File: src/rtl/music_event_receiver.sv
// UART 8N1 receiver for the music-trigger link. Bursts of repeated trigger
// bytes collapse into one event pulse; raw bytes and framing errors are exposed.
module music_event_receiver #(
  parameter int         CLKS_PER_BIT = 564,
  parameter int         GAP_CYCLES   = 1_000_000,
  parameter logic [7:0] TRIGGER_BYTE = 8'hFF
) (
  input  logic       clk_65mhz,
  input  logic       rst_n,
  input  logic       rxd,
  output logic [7:0] rx_data,
  output logic       rx_valid,
  output logic       frame_err,
  output logic       rx_busy,
  output logic       event_pulse
);

  localparam int CW = $clog2(CLKS_PER_BIT);
  localparam int TW = $clog2(GAP_CYCLES + 1);
  localparam logic [CW-1:0] HALF_CNT = CW'(CLKS_PER_BIT / 2 - 1);
  localparam logic [CW-1:0] LAST_CNT = CW'(CLKS_PER_BIT - 1);
  localparam logic [TW-1:0] GAP_LOAD = TW'(GAP_CYCLES);

  typedef enum logic [2:0] {IDLE, START, DATA, STOP, BREAK} state_t;

  state_t        state;
  logic [CW-1:0] cnt;
  logic [2:0]    bit_idx;
  logic [7:0]    shift;
  logic          rx_meta;
  logic          rx_s;
  logic          burst_active;
  logic [TW-1:0] timer;

  // Two-flop synchroniser; idle-high line, so reset to 1.
  always_ff @(posedge clk_65mhz) begin
    if (!rst_n) begin
      rx_meta <= 1'b1;
      rx_s    <= 1'b1;
    end else begin
      rx_meta <= rxd;
      rx_s    <= rx_meta;
    end
  end

  assign rx_busy = (state != IDLE);

  always_ff @(posedge clk_65mhz) begin
    if (!rst_n) begin
      state     <= IDLE;
      cnt       <= '0;
      bit_idx   <= '0;
      rx_data   <= '0;
      rx_valid  <= 1'b0;
      frame_err <= 1'b0;
    end else begin
      rx_valid  <= 1'b0;
      frame_err <= 1'b0;
      case (state)
        IDLE: begin
          if (!rx_s) begin
            state <= START;
            cnt   <= '0;
          end
        end
        // Half a bit in: still low means a real start bit, else a glitch.
        START: begin
          if (cnt == HALF_CNT) begin
            cnt     <= '0;
            bit_idx <= '0;
            state   <= rx_s ? IDLE : DATA;
          end else begin
            cnt <= cnt + CW'(1);
          end
        end
        DATA: begin
          if (cnt == LAST_CNT) begin
            cnt            <= '0;
            shift[bit_idx] <= rx_s;
            if (bit_idx == 3'd7) begin
              state <= STOP;
            end else begin
              bit_idx <= bit_idx + 3'd1;
            end
          end else begin
            cnt <= cnt + CW'(1);
          end
        end
        STOP: begin
          if (cnt == LAST_CNT) begin
            cnt <= '0;
            if (rx_s) begin
              rx_data  <= shift;
              rx_valid <= 1'b1;
              state    <= IDLE;
            end else begin
              frame_err <= 1'b1;
              state     <= BREAK;
            end
          end else begin
            cnt <= cnt + CW'(1);
          end
        end
        // Line held low past the stop bit: wait for it to return high.
        BREAK: begin
          if (rx_s) begin
            state <= IDLE;
          end
        end
        default: state <= IDLE;
      endcase
    end
  end

  // Burst tracker: trigger bytes reload the gap timer; only the first one of
  // a burst fires an event. A trigger on the expiry cycle wins as a reload.
  always_ff @(posedge clk_65mhz) begin
    if (!rst_n) begin
      burst_active <= 1'b0;
      timer        <= '0;
      event_pulse  <= 1'b0;
    end else begin
      event_pulse <= 1'b0;
      if (rx_valid && rx_data == TRIGGER_BYTE) begin
        if (!burst_active) begin
          event_pulse <= 1'b1;
        end
        burst_active <= 1'b1;
        timer        <= GAP_LOAD;
      end else if (burst_active) begin
        timer <= timer - TW'(1);
        if (timer <= TW'(1)) begin
          burst_active <= 1'b0;
        end
      end
    end
  end

endmodule

File: config.mk
export PLATFORM = sky130hd
export DESIGN_NAME = music_event_receiver
export DESIGN_NICKNAME = d
export VERILOG_FILES = /design/src/rtl/music_event_receiver.sv
export SDC_FILE = /design/constraint.sdc
export NUM_CORES = 1
export LEC_CHECK = 0
export CAP_MARGIN = 15
export CORE_ASPECT_RATIO = 1.5
export CORE_MARGIN = 10
export CORE_UTILIZATION = 37
export DETAILED_ROUTE_END_ITERATION = 6
export HOLD_SLACK_MARGIN = 0.1
export SYNTH_ARGS = -nofsm -noshare
export SYNTH_HDL_FRONTEND = slang
export SYNTH_SLANG_ARGS = --single-unit
File: constraint.sdc
create_clock -name clk_65mhz -period 1.9 [get_ports clk_65mhz]
set_input_delay 0.19 -clock clk_65mhz [delete_from_list [all_inputs] [get_ports clk_65mhz]]
set_output_delay 0.19 -clock clk_65mhz [all_outputs]
set_load 0.005 [all_outputs]
After elaboration in Yosys (flattened, before gate mapping)

Index checks and enable logic that the tools add are counted.
W data, S select, Z words.

Multiplexer cells: 28
Equality and inequality tests: 15
Order comparisons: 3
Add/subtract/negate cells: 3
Bitwise logic cells: 1
Reduce and logical (&&, ||, !) cells: 16

Operator list:

| kind                    | number |
|---|---|
| $mux W20                | 2 |
| $mux W10                | 3 |
| $mux W3                 | 10 |
| $pmux W10 S3            | 1 |
| $le A20 B1 Y1 const B   | 1 |
| $sub A20 B1 Y20 const B | 1 |
| $pmux W3 S5             | 1 |
| $ne A2 B2 Y1 const B    | 7 |
| $add A10 B1 Y10 const B | 1 |
| $eq A10 B10 Y1 const B  | 1 |
| $eq A10 B9 Y1 const B   | 1 |
| $reduce_and A3 Y1       | 3 |
| $bwmux W8               | 1 |
| $eq A8 B8 Y1 const B    | 1 |
| $mux W1                 | 7 |
| $eq A3 B2 Y1 const B    | 2 |
| $eq A3 B3 Y1 const B    | 2 |
| $pmux W3 S2             | 1 |
| $reduce_and A6 Y1       | 1 |
| $reduce_bool A3 Y1      | 2 |
| $lt A3 B4 Y1 const B    | 1 |
| $reduce_and A2 Y1       | 2 |
| $reduce_and A4 Y1       | 1 |
| $reduce_bool A2 Y1      | 2 |
| other kinds (9)         | 11 |

Logic and storage cells: 79
Flip-flop bits (word level): 58

Logic depth before layout (Yosys ltp)

Gate-level depths: netlist of the first run.

Depth after elaboration: 5
Depth in mapped cells: 7
Mapped depth without buffers: 6

Worst setup path after synthesis of the first run

No wires, ideal clock.

Kind: flip-flop to flip-flop
Start: register timer[6]
End: register timer[13]
Required time: 1.830 ns
Buffers on the path: 0
Setup time: 0.070 ns
Arrival time: 1.923 ns
Stages on the path, launching flop included: 5
Clock period less this slack: 1.993 ns
Setup slack: -0.093 ns
Cell sequence: dfxtp_1 or4_4 or4_4 or4_1 a21oi_1

Cells in the longest elaborated chain, start to end: 1

RTL lines:

| what                   | RTL line | RTL |
|---|---|---|
| start, declared        | 33       | `logic [TW-1:0] timer;` |
| start signal, assigned | 131      | `timer <= timer - TW'(1);` |
| $sub A20 B1 Y20        | 131      |  |

No other way between the ends.
A chain may end at the register's enable or synchronous reset.

Worst setup path after layout of the first run

Start: register timer[3]
End: register timer[13]

Same word-level chain as after synthesis.

==> results of run 1 <==
[logic make-up (layout without fill, tap and decap cells)]
group / count (synthesis) / in the layout / synth area share (%)
and+or+nand+nor: 149 / 149 / 29.1
muxes: 3 / 3 / 1.07
AOI/OAI and AO/OA: 68 / 68 / 15.3
adders and majority gates: 6 / 6 / 2.67
xor gates and xnor gates: 13 / 13 / 4.06
buffers and inverters: 27 / 89 / 3.65
DFF: 58 / 58 / 44.2
[worst max path at each step]
stage	endpoint	slack (ns)	depth (start not counted)
6_report	timer[13]	-0.06	4
5_1_grt	timer[13]	-0.10	4
4_1_cts	timer[13]	-0.07	4
3_5_place_dp	timer[13]	-0.05	4
3_3_place_gp	timer[13]	-0.03	4
2_1_floorplan	timer[13]	-0.07	4
[critical path, delay by kind of cell (launching register included)]
kind               cells  cell delay, ns
AOI/OAI and AO/OA      1            0.12
DFF                    1            0.32
and+or+nand+nor        3            1.45
[final cells by class]
cell class	instances	area share (%)
clock inverter	4	1.31
tap	100	3.45
multi-input combinational	239	41.1
inverter	9	0.931
timing repair buffer	64	14.3
sequential	58	34.3
clock buffer	12	4.59
[power by group through the flow]
stage | registers, mW | logic (mW) | clock network, mW
2_1_floorplan | 1.30 | 0.253 | 0
3_3_place_gp | 1.31 | 0.418 | 0
3_5_place_dp | 1.31 | 0.418 | 0
4_1_cts | 1.28 | 0.421 | 1.26
5_1_grt | 1.29 | 0.456 | 1.30
6_report | 1.29 | 0.413 | 1.21
[timing repair]
action | in CTS | in global routing
resized for setup | 0 | 7
pin swaps | 0 | 4
setup endpoints to repair | 1 | 8
setup buffers | 0 | 1
[metal layers]
metal | share of wire, % | wire length (µm)
met1 | 41 | 2750
met2 | 54 | 3600
met3 | 4.0 | 266
met4 | 1.6 | 107
met5 | 0 | 0
[metrics by stage]
step	instance area (µm²)	util [%]
after floorplan	2810	-
after global placement	3380	46.1
after detailed placement	3380	46.1
after CTS	3590	49.1
after global routing	3630	49.6
final	3630	49.6
[cell usage in the layout, fill, tap and decap left out, types with 10 or more instances in the layout]
master,synthesis,final
nand2_1,24,24
clkdlybuf4s50_1,0,13
a21oi_1,20,20
clkbuf_8,0,10
o21ai_0,16,16
nor2_1,28,28
buf_4,0,50
dfxtp_1,50,46
nor3_1,14,14
nand3_1,18,18
[registers in the layout, indices dropped and copies added (netlist names)]
register / cells
state: 3
rx_s: 1
rx_valid: 1
rx_data: 8
frame_err: 1
event_pulse: 1
shift: 8
timer: 20
burst_active: 1
cnt: 10
rx_meta: 1
bit_idx: 3
==> reports/results.ini, run 1 <==
[outcome]
status=finished with violations
violations=setup timing

[placement]
hpwl_um=4960
port_buffers=14
dp_slack_ns=-0.0516
dp.cells=469
place.gp.congestion=0.785

[cells_and_area]
multiInputGateArea_um2=1490
drive_above_1_share_pct=21.0
instances_no_fill=486
fin_nets=390
syn2layout_area_growth_pct=29.2
fillCellCount=717
antenna_cells=0
seq_area_um2=1250

[setup_path]
reg2reg_depth=4
r2r-end=timer[13]
max_stage_delay_ns=0.53
startpoint=timer[3]
r2r_setup_slack_ns=-0.06
cp-end-kind=flip-flop
cp_common_cell=or4_4
crit_chain=or4_4 -> or4_4 -> or4_1 -> a21oi_1
cp.required_ns=2.17
path_max_fanout=2
critPathArrivalTime_ns=2.23
critPathLaunchType=flip-flop
r2r-start=timer[3]
cp_slowest_cell=or4_4
setup.worst_path.class=reg -> reg

[sta]
whs_ns=0.407
rsz0062_at_grt=true
fin_crit_ns=1.96
post-route-period-util_pct=103
setup_tns_ns=-0.0574
final.setup_skew_ns=0.00660
drv_slew=0
max_slew.worst_pin.slew_ns=0.388
hold_viol_final=0
setup_viol=1
layout_setup_ws_ns=-0.0574
relSlewSlack_pct=73.4
fmax_mhz=511

[clock_tree]
holdBufCountCts=0
cts_buffer_depth=2
cts_buffers=9
cts_sinks=58
clock_latency_ns=0.34
cts.htree.levels=3
clkSlewWorstSetupHoldPaths_ns=0.07
cts.root.buffer_cell=clkbuf_8
cts_tree=built

[power]
internal_power_mw=2.16
p_switching_mw=0.751
p_clk_share_pct=41.6
p_leak_nw=1.36
p_comb_share_pct=14.2
pwr_density_cell_nw_per_um2=803
p_sw_share_pct=25.8
p_seq_share_pct=44.2
irDropWorstVdd_mv=0.317
power.total_mw=2.91

[yosys]
synth_top_area_cell=dfxtp_1
synth_area_leaders=dfxtp_1 36%, edfxtp_1 8.6%, nor2_1 3.7%, a21oi_1 3.6%, nand3_1 3.2%
synth_edf_count=8
synth_fp_nets=333
synth.distinct_cells=46
yosysTopAreaCellShare_pct=35.7
synthFlopType=dfxtp_1
synthCells=324
ys_ff_latch=58
synthArstFlopShare_pct=0
yosys_warnings=0
avgSynthCellArea_um2=8.67
synth_common_cells=50 x dfxtp_1, 28 x nor2_1, 24 x nand2_1
seq_area_frac_synth_pct=44.2
syn_area_um2=2810
synth_most_common_cell=dfxtp_1

[min_path]
hold_path_class=reg -> reg
worstHoldStart=rx_meta
hold_depth=1
min_to=rx_s

[detailed_routing]
vias=2558
drt_drc_violations_left=0
routed_wirelength_um=6720
vias_per_cell=5.26
firstDrtPassIters=4
first_iter_violations=110
routedWlPerCell_um=13.8
ant_nets=0

[grt]
grt_busiest_layer=met2
met1_usage_pct=12.2
use_met2_pct=21.3
grt_pass1_wl_um=11300
grtUsageTotal_pct=11.9
grt_max_degree=26
grt_use_met3_pct=3.42
grt_pass1_vias=2471
antenna_found_initial=0
grt-ovfl-total=0

[floorplan]
die_area_um2=11500
core_um2=7320
initial_core_util_pct=38.3
die_h_um=127
io_pins=15
die_x_um=91.1
num_rows=38

[run]
maxCapViolCount=0

Note: power is estimated with default switching activity, not from simulation.
==> run 2: changes to the inputs <==
--- a/config.mk
+++ b/config.mk
@@ -9,8 +9,10 @@
 export CORE_ASPECT_RATIO = 1.5
 export CORE_MARGIN = 10
 export CORE_UTILIZATION = 37
+export CTS_CLUSTER_SIZE = 16
 export DETAILED_ROUTE_END_ITERATION = 6
 export HOLD_SLACK_MARGIN = 0.1
+export PLACE_DENSITY = 0.56
 export SYNTH_ARGS = -nofsm -noshare
 export SYNTH_HDL_FRONTEND = slang
 export SYNTH_SLANG_ARGS = --single-unit
==> run 2 against run 1 <==
The flow still finishes with violations (setup timing). Worst setup slack lost 0.018 ns. Routed wire length is 3.6% higher. First-iteration DRC count shrank 9.1%. Cell area up 0.21%. Register-to-register slack lost 0.02 ns. Critical path depth stayed put. Via count increased by 0.47%. Utilization rose by 0.10 points. Critical endpoint unchanged. Largest power group unchanged.
==> reports/results.ini, run 2 (synthesis results as in run 1) <==
[power]
p_leak_nw=1.34  ; -0.95%
irDropWorstVdd_mv=0.387  ; +22%
power.total_mw=2.77  ; -4.8%
pwr_density_cell_nw_per_um2=762  ; -5.0%

[clock_tree]
holdBufCountCts=0  ; unchanged
clkSlewWorstSetupHoldPaths_ns=0.06  ; about the same
cts.htree.levels=3  ; unchanged
cts_buffer_depth=2  ; unchanged
clock_latency_ns=0.35  ; about the same
cts.root.buffer_cell=clkbuf_8
cts_tree=built
cts_sinks=58  ; unchanged
cts_buffers=9  ; unchanged

[detailed_routing]
routedWlPerCell_um=14.4  ; +3.8%
first_iter_violations=100  ; -9.1%
ant_nets=0  ; unchanged
vias_per_cell=5.30  ; +0.68%
vias=2570  ; +0.47%
drt_drc_violations_left=0  ; unchanged
firstDrtPassIters=4  ; unchanged
routed_wirelength_um=6960  ; +3.6%

[sta]
rsz0062_at_grt=true
relSlewSlack_pct=67.8  ; -5.6 points
layout_setup_ws_ns=-0.0756  ; -0.0183 ns
max_slew.worst_pin.slew_ns=0.470  ; +0.0820 ns
fin_crit_ns=1.98  ; +0.0183 ns
final.setup_skew_ns=0.00787  ; +0.00127 ns
fmax_mhz=506  ; -0.92%
whs_ns=0.421  ; +0.0146 ns
post-route-period-util_pct=104  ; +0.96 points
hold_viol_final=0  ; unchanged
setup_viol=1  ; unchanged
drv_slew=0  ; unchanged

[placement]
port_buffers=14  ; unchanged
dp_slack_ns=-0.0499  ; +0.00174 ns
place.gp.congestion=0.849  ; +8.2%
placed_area_um2=3360  ; -0.67%
hpwl_um=4950  ; -0.21%

[floorplan]
die_area_um2=11500  ; unchanged
die_h_um=127  ; unchanged
initial_core_util_pct=38.3  ; unchanged
io_pins=15  ; unchanged
num_rows=38  ; unchanged
core_um2=7320  ; unchanged
die_x_um=91.1  ; unchanged

[grt]
grt_pass1_vias=2460  ; -0.45%
antenna_found_initial=0  ; unchanged
grt-ovfl-total=0  ; unchanged
grt_pass1_wl_um=11500  ; +2.3%
grt_max_degree=26  ; unchanged
grtUsageTotal_pct=12.4  ; +0.47 points

[cells_and_area]
antenna_cells=0  ; unchanged
top_regs=timer x20, cnt x10
layout_common_cells=49 x buf_4, 46 x dfxtp_1, 27 x nor2_1
mostFrequentLayoutCell=buf_4
largest-register=timer
largest_reg_flops=20  ; unchanged
fin_nets=389  ; -0.26%
syn2layout_area_growth_pct=29.5
drive_above_1_share_pct=22.9  ; +1.9 points
fin_area_um2=3640  ; +0.21%

[setup_path]
max_stage_delay_ns=0.53  ; about the same
cp.required_ns=2.18  ; about the same
critPathTopFamily=simple AND/OR/NAND/NOR gates
cp_common_cell=or4_4
critPathLaunchType=flip-flop
setup.worst_path.class=reg -> reg
crit_chain=or4_4 -> or4_4 -> or4_4 -> a21oi_2
path_max_fanout=2  ; unchanged
cp-end-kind=flip-flop
cp_slowest_cell=or4_4
critPathBufInv=0  ; unchanged
critPathArrivalTime_ns=2.26  ; +0.03 ns

[outcome]
violations=setup timing
status=finished with violations

[run]
maxCapViolCount=0  ; unchanged

[min_path]
hold_path_class=in -> reg

-- run 2: changes by cell type in the layout (fill, tap and decap cells not counted), sizes merged --
cell | before | now
dlymetal6s2s | 1 | 0
clkinvlp | 1 | 0
clkinv | 3 | 4
dlygate4sd2 | 0 | 1
buf | 50 | 49
-- run 2: area by class of cell --
cell class | instances | area (µm²)
well taps | 100 | 125
repair buffers | 63 | 507
clock buffers | 12 | 135
clock inverters | 4 | 43.8
fillers | 752 | 3690
flip-flops and latches | 58 | 1250
multi-input cells | 239 | 1540
inverters | 9 | 33.8
-- run 2: what timing repair did --
action	CTS	global route
setup endpoints to repair	4	26
pin swaps	1	3
resized for setup	5	14
setup buffers	1	2
-- run 2: power breakdown --
| group | switching, mW | total [mW] | leakage (nW) | internal, mW |
|---|---|---|---|---|
| clock network | 0.484 | 1.08 | 0.0918 | 0.597 |
| logic | 0.214 | 0.371 | 0.776 | 0.157 |
| registers | 0.0515 | 1.32 | 0.476 | 1.27 |
-- run 2: metrics by stage --
stage / utilization [%] / TNS (ns) / std cells
final: 49.7 / -0.0756 / 485
after detailed placement: 45.8 / -0.0750 / 466
after global routing: 49.7 / -0.168 / 485
after global placement: 45.8 / -0.0380 / 466
after CTS: 48.6 / -0.0627 / 483
after floorplan: - / -0.0713 / 324
-- run 2: final timing paths --
kind | start | end | slack, ns | cells past startpoint
max | timer[5] | timer[13] | -0.08 | 4
min | rxd | rx_meta | 0.42 | 2
max reg2reg | timer[5] | timer[13] | -0.08 | 4
min reg2reg | rx_meta | rx_s | 0.42 | 1
-- run 2: metal layers --
metal  track usage (%)  vias up  routed length [µm]
li1                  -     1306                   -
met1              12.7     1220                2840
met2              21.6       32                3680
met3              3.66       12                 285
met4              7.59        0                 161
met5                 0        -                   0
-- run 2: worst register-to-register path: stages (launching register included) --
cell and delay, ns:
dfxtp_2 0.32, or4_4 0.53, or4_4 0.52, or4_4 0.42
a21oi_2 0.12
==> run 3: changes to the inputs <==
--- a/config.mk
+++ b/config.mk
@@ -9,6 +9,7 @@
 export CORE_ASPECT_RATIO = 1.5
 export CORE_MARGIN = 10
 export CORE_UTILIZATION = 37
+export CTS_BUF_LIST = sky130_fd_sc_hd__clkbuf_8
 export CTS_CLUSTER_SIZE = 16
 export DETAILED_ROUTE_END_ITERATION = 6
 export HOLD_SLACK_MARGIN = 0.1
==> run 3 against run 2 <==
The run still ends with setup timing left. First-iteration DRC count unchanged. Critical path depth unchanged. Worst setup slack about the same. Critical path type unchanged. Largest power group unchanged. Flip-flop and latch count unchanged. Global-route usage unchanged. Routed wire length up 0.30%. Clock power about the same. Cell area unchanged. Critical endpoint unchanged.
==> reports/results.ini, run 3 (synthesis results as in run 1) <==
[detailed_routing]
drt_drc_violations_left=0  ; unchanged
first_iter_violations=100  ; unchanged
routedWlPerCell_um=14.4  ; +0.30%
vias_per_cell=5.29  ; about the same
vias=2568  ; -0.078%
routed_wirelength_um=6980  ; +0.30%
ant_nets=0  ; unchanged
firstDrtPassIters=5  ; +1

[sta]
layout_setup_ws_ns=-0.0757  ; -0.0000711 ns
relSlewSlack_pct=67.8  ; about the same
hold_viol_final=0  ; unchanged
fmax_mhz=506  ; about the same
setup_tns_ns=-0.0757  ; -0.0000711 ns
drv_slew=0  ; unchanged
setup_viol=1  ; unchanged
final.setup_skew_ns=0.00830  ; +0.000422 ns
rsz0062_at_grt=true
fin_crit_ns=1.98  ; +0.0000711 ns
post-route-period-util_pct=104  ; about the same
whs_ns=0.422  ; +0.00113 ns
max_slew.worst_pin.slew_ns=0.471  ; +0.000378 ns

[floorplan]
io_pins=15  ; unchanged
initial_core_util_pct=38.3  ; unchanged
die_h_um=127  ; unchanged
die_area_um2=11500  ; unchanged
core_um2=7320  ; unchanged
die_x_um=91.1  ; unchanged
num_rows=38  ; unchanged

[outcome]
violations=setup timing
status=finished with violations

[clock_tree]
clkSlewWorstSetupHoldPaths_ns=0.06  ; about the same
cts.htree.levels=3  ; unchanged
clock_latency_ns=0.35  ; about the same
holdBufCountCts=0  ; unchanged
cts_tree=built
cts_buffer_depth=2  ; unchanged
cts.root.buffer_cell=clkbuf_8
cts_buffers=9  ; unchanged
cts_sinks=58  ; unchanged

[setup_path]
cp.required_ns=2.18  ; about the same
critPathArrivalTime_ns=2.25  ; about the same
cp-end-kind=flip-flop
setup.worst_path.class=reg -> reg
path_max_fanout=2  ; unchanged
critPathLaunchType=flip-flop

[power]
p_leak_nw=1.36  ; +0.93%
irDropWorstVdd_mv=0.387  ; about the same
pwr_density_cell_nw_per_um2=758  ; -0.54%
power.total_mw=2.76  ; -0.54%

[run]
maxCapViolCount=0  ; unchanged

[cells_and_area]
instances_no_fill=485  ; unchanged
top_regs=timer x20, cnt x10
layout_common_cells=49 x buf_4, 46 x dfxtp_1, 27 x nor2_1
fin_nets=389  ; unchanged
mostFrequentLayoutCell=buf_4
fin_util_pct=49.7  ; unchanged
largest-register=timer
drive_above_1_share_pct=22.9  ; unchanged
syn2layout_area_growth_pct=29.5  ; unchanged
fillCellCount=752  ; unchanged
antenna_cells=0  ; unchanged
largest_reg_flops=20  ; unchanged

[grt]
grt-ovfl-total=0  ; unchanged
grtUsageTotal_pct=12.4  ; unchanged
antenna_found_initial=0  ; unchanged
grt_pass1_vias=2460  ; unchanged
grt_max_degree=26  ; unchanged
grt_pass1_wl_um=11500  ; unchanged

[placement]
hpwl_um=4950  ; unchanged
place.gp.congestion=0.849  ; unchanged
port_buffers=14  ; unchanged
dp.cells=466  ; unchanged

[min_path]
hold_path_class=in -> reg

[run 3: cell count changes in the layout (fill, tap and decap cells not counted)]
cell / previous run / this run
inv_1: 8 / 11
clkbuf_1: 3 / 0
[run 3: through the flow]
step	area (µm²)	setup slack [ns]
after floorplan	2810	-0.0713
after global placement	3360	-0.0380
after detailed placement	3360	-0.0499
after CTS	3560	-0.0627
after global routing	3640	-0.139
final	3640	-0.0757
[run 3: power breakdown]
part / leakage, nW / switching, mW / internal, mW
Clock: 0.104 / 0.484 / 0.581
Combinational: 0.776 / 0.215 / 0.157
Sequential: 0.476 / 0.0518 / 1.27
[run 3: metal layers]
| layer | track usage [%] | vias up | part of all wire, % |
|---|---|---|---|
| met5 | 0 | - | 0 |
| met4 | 7.59 | 0 | 2.4 |
| met3 | 3.66 | 12 | 3.9 |
| met2 | 21.6 | 36 | 53 |
| met1 | 12.7 | 1215 | 41 |
| li1 | - | 1305 | - |
[run 3: final cells by class]
| cell class | instances | area [µm²] | share of cell area (%) |
|---|---|---|---|
| timing repair buffer | 63 | 507 | 13.9 |
| clock buffer | 9 | 124 | 3.41 |
| multi-input combinational | 239 | 1540 | 42.4 |
| tap | 100 | 125 | 3.44 |
| inverter | 9 | 33.8 | 0.929 |
| clock inverter | 7 | 55.1 | 1.51 |
| sequential | 58 | 1250 | 34.3 |
[run 3: worst paths after layout]
| path | from | end | slack [ns] | cells past startpoint |
|---|---|---|---|---|
| hold reg to reg | rx_meta | rx_s | 0.42 | 1 |
| setup reg to reg | timer[5] | timer[13] | -0.08 | 4 |
| hold / removal | rxd | rx_meta | 0.42 | 2 |
| setup / recovery | timer[5] | timer[13] | -0.08 | 4 |
[run 3: critical path: stages (launching register included)]
cell and delay [ns]:
dfxtp_2 0.32, or4_4 0.53, or4_4 0.52, or4_4 0.42, a21oi_2 0.12
[run 3: timing repair]
action | 4_1_cts | 5_1_grt
pin swaps | 1 | 3
setup endpoints to repair | 4 | 26
setup buffers | 1 | 2
resized for setup | 5 | 14
cloned | 0 | 0
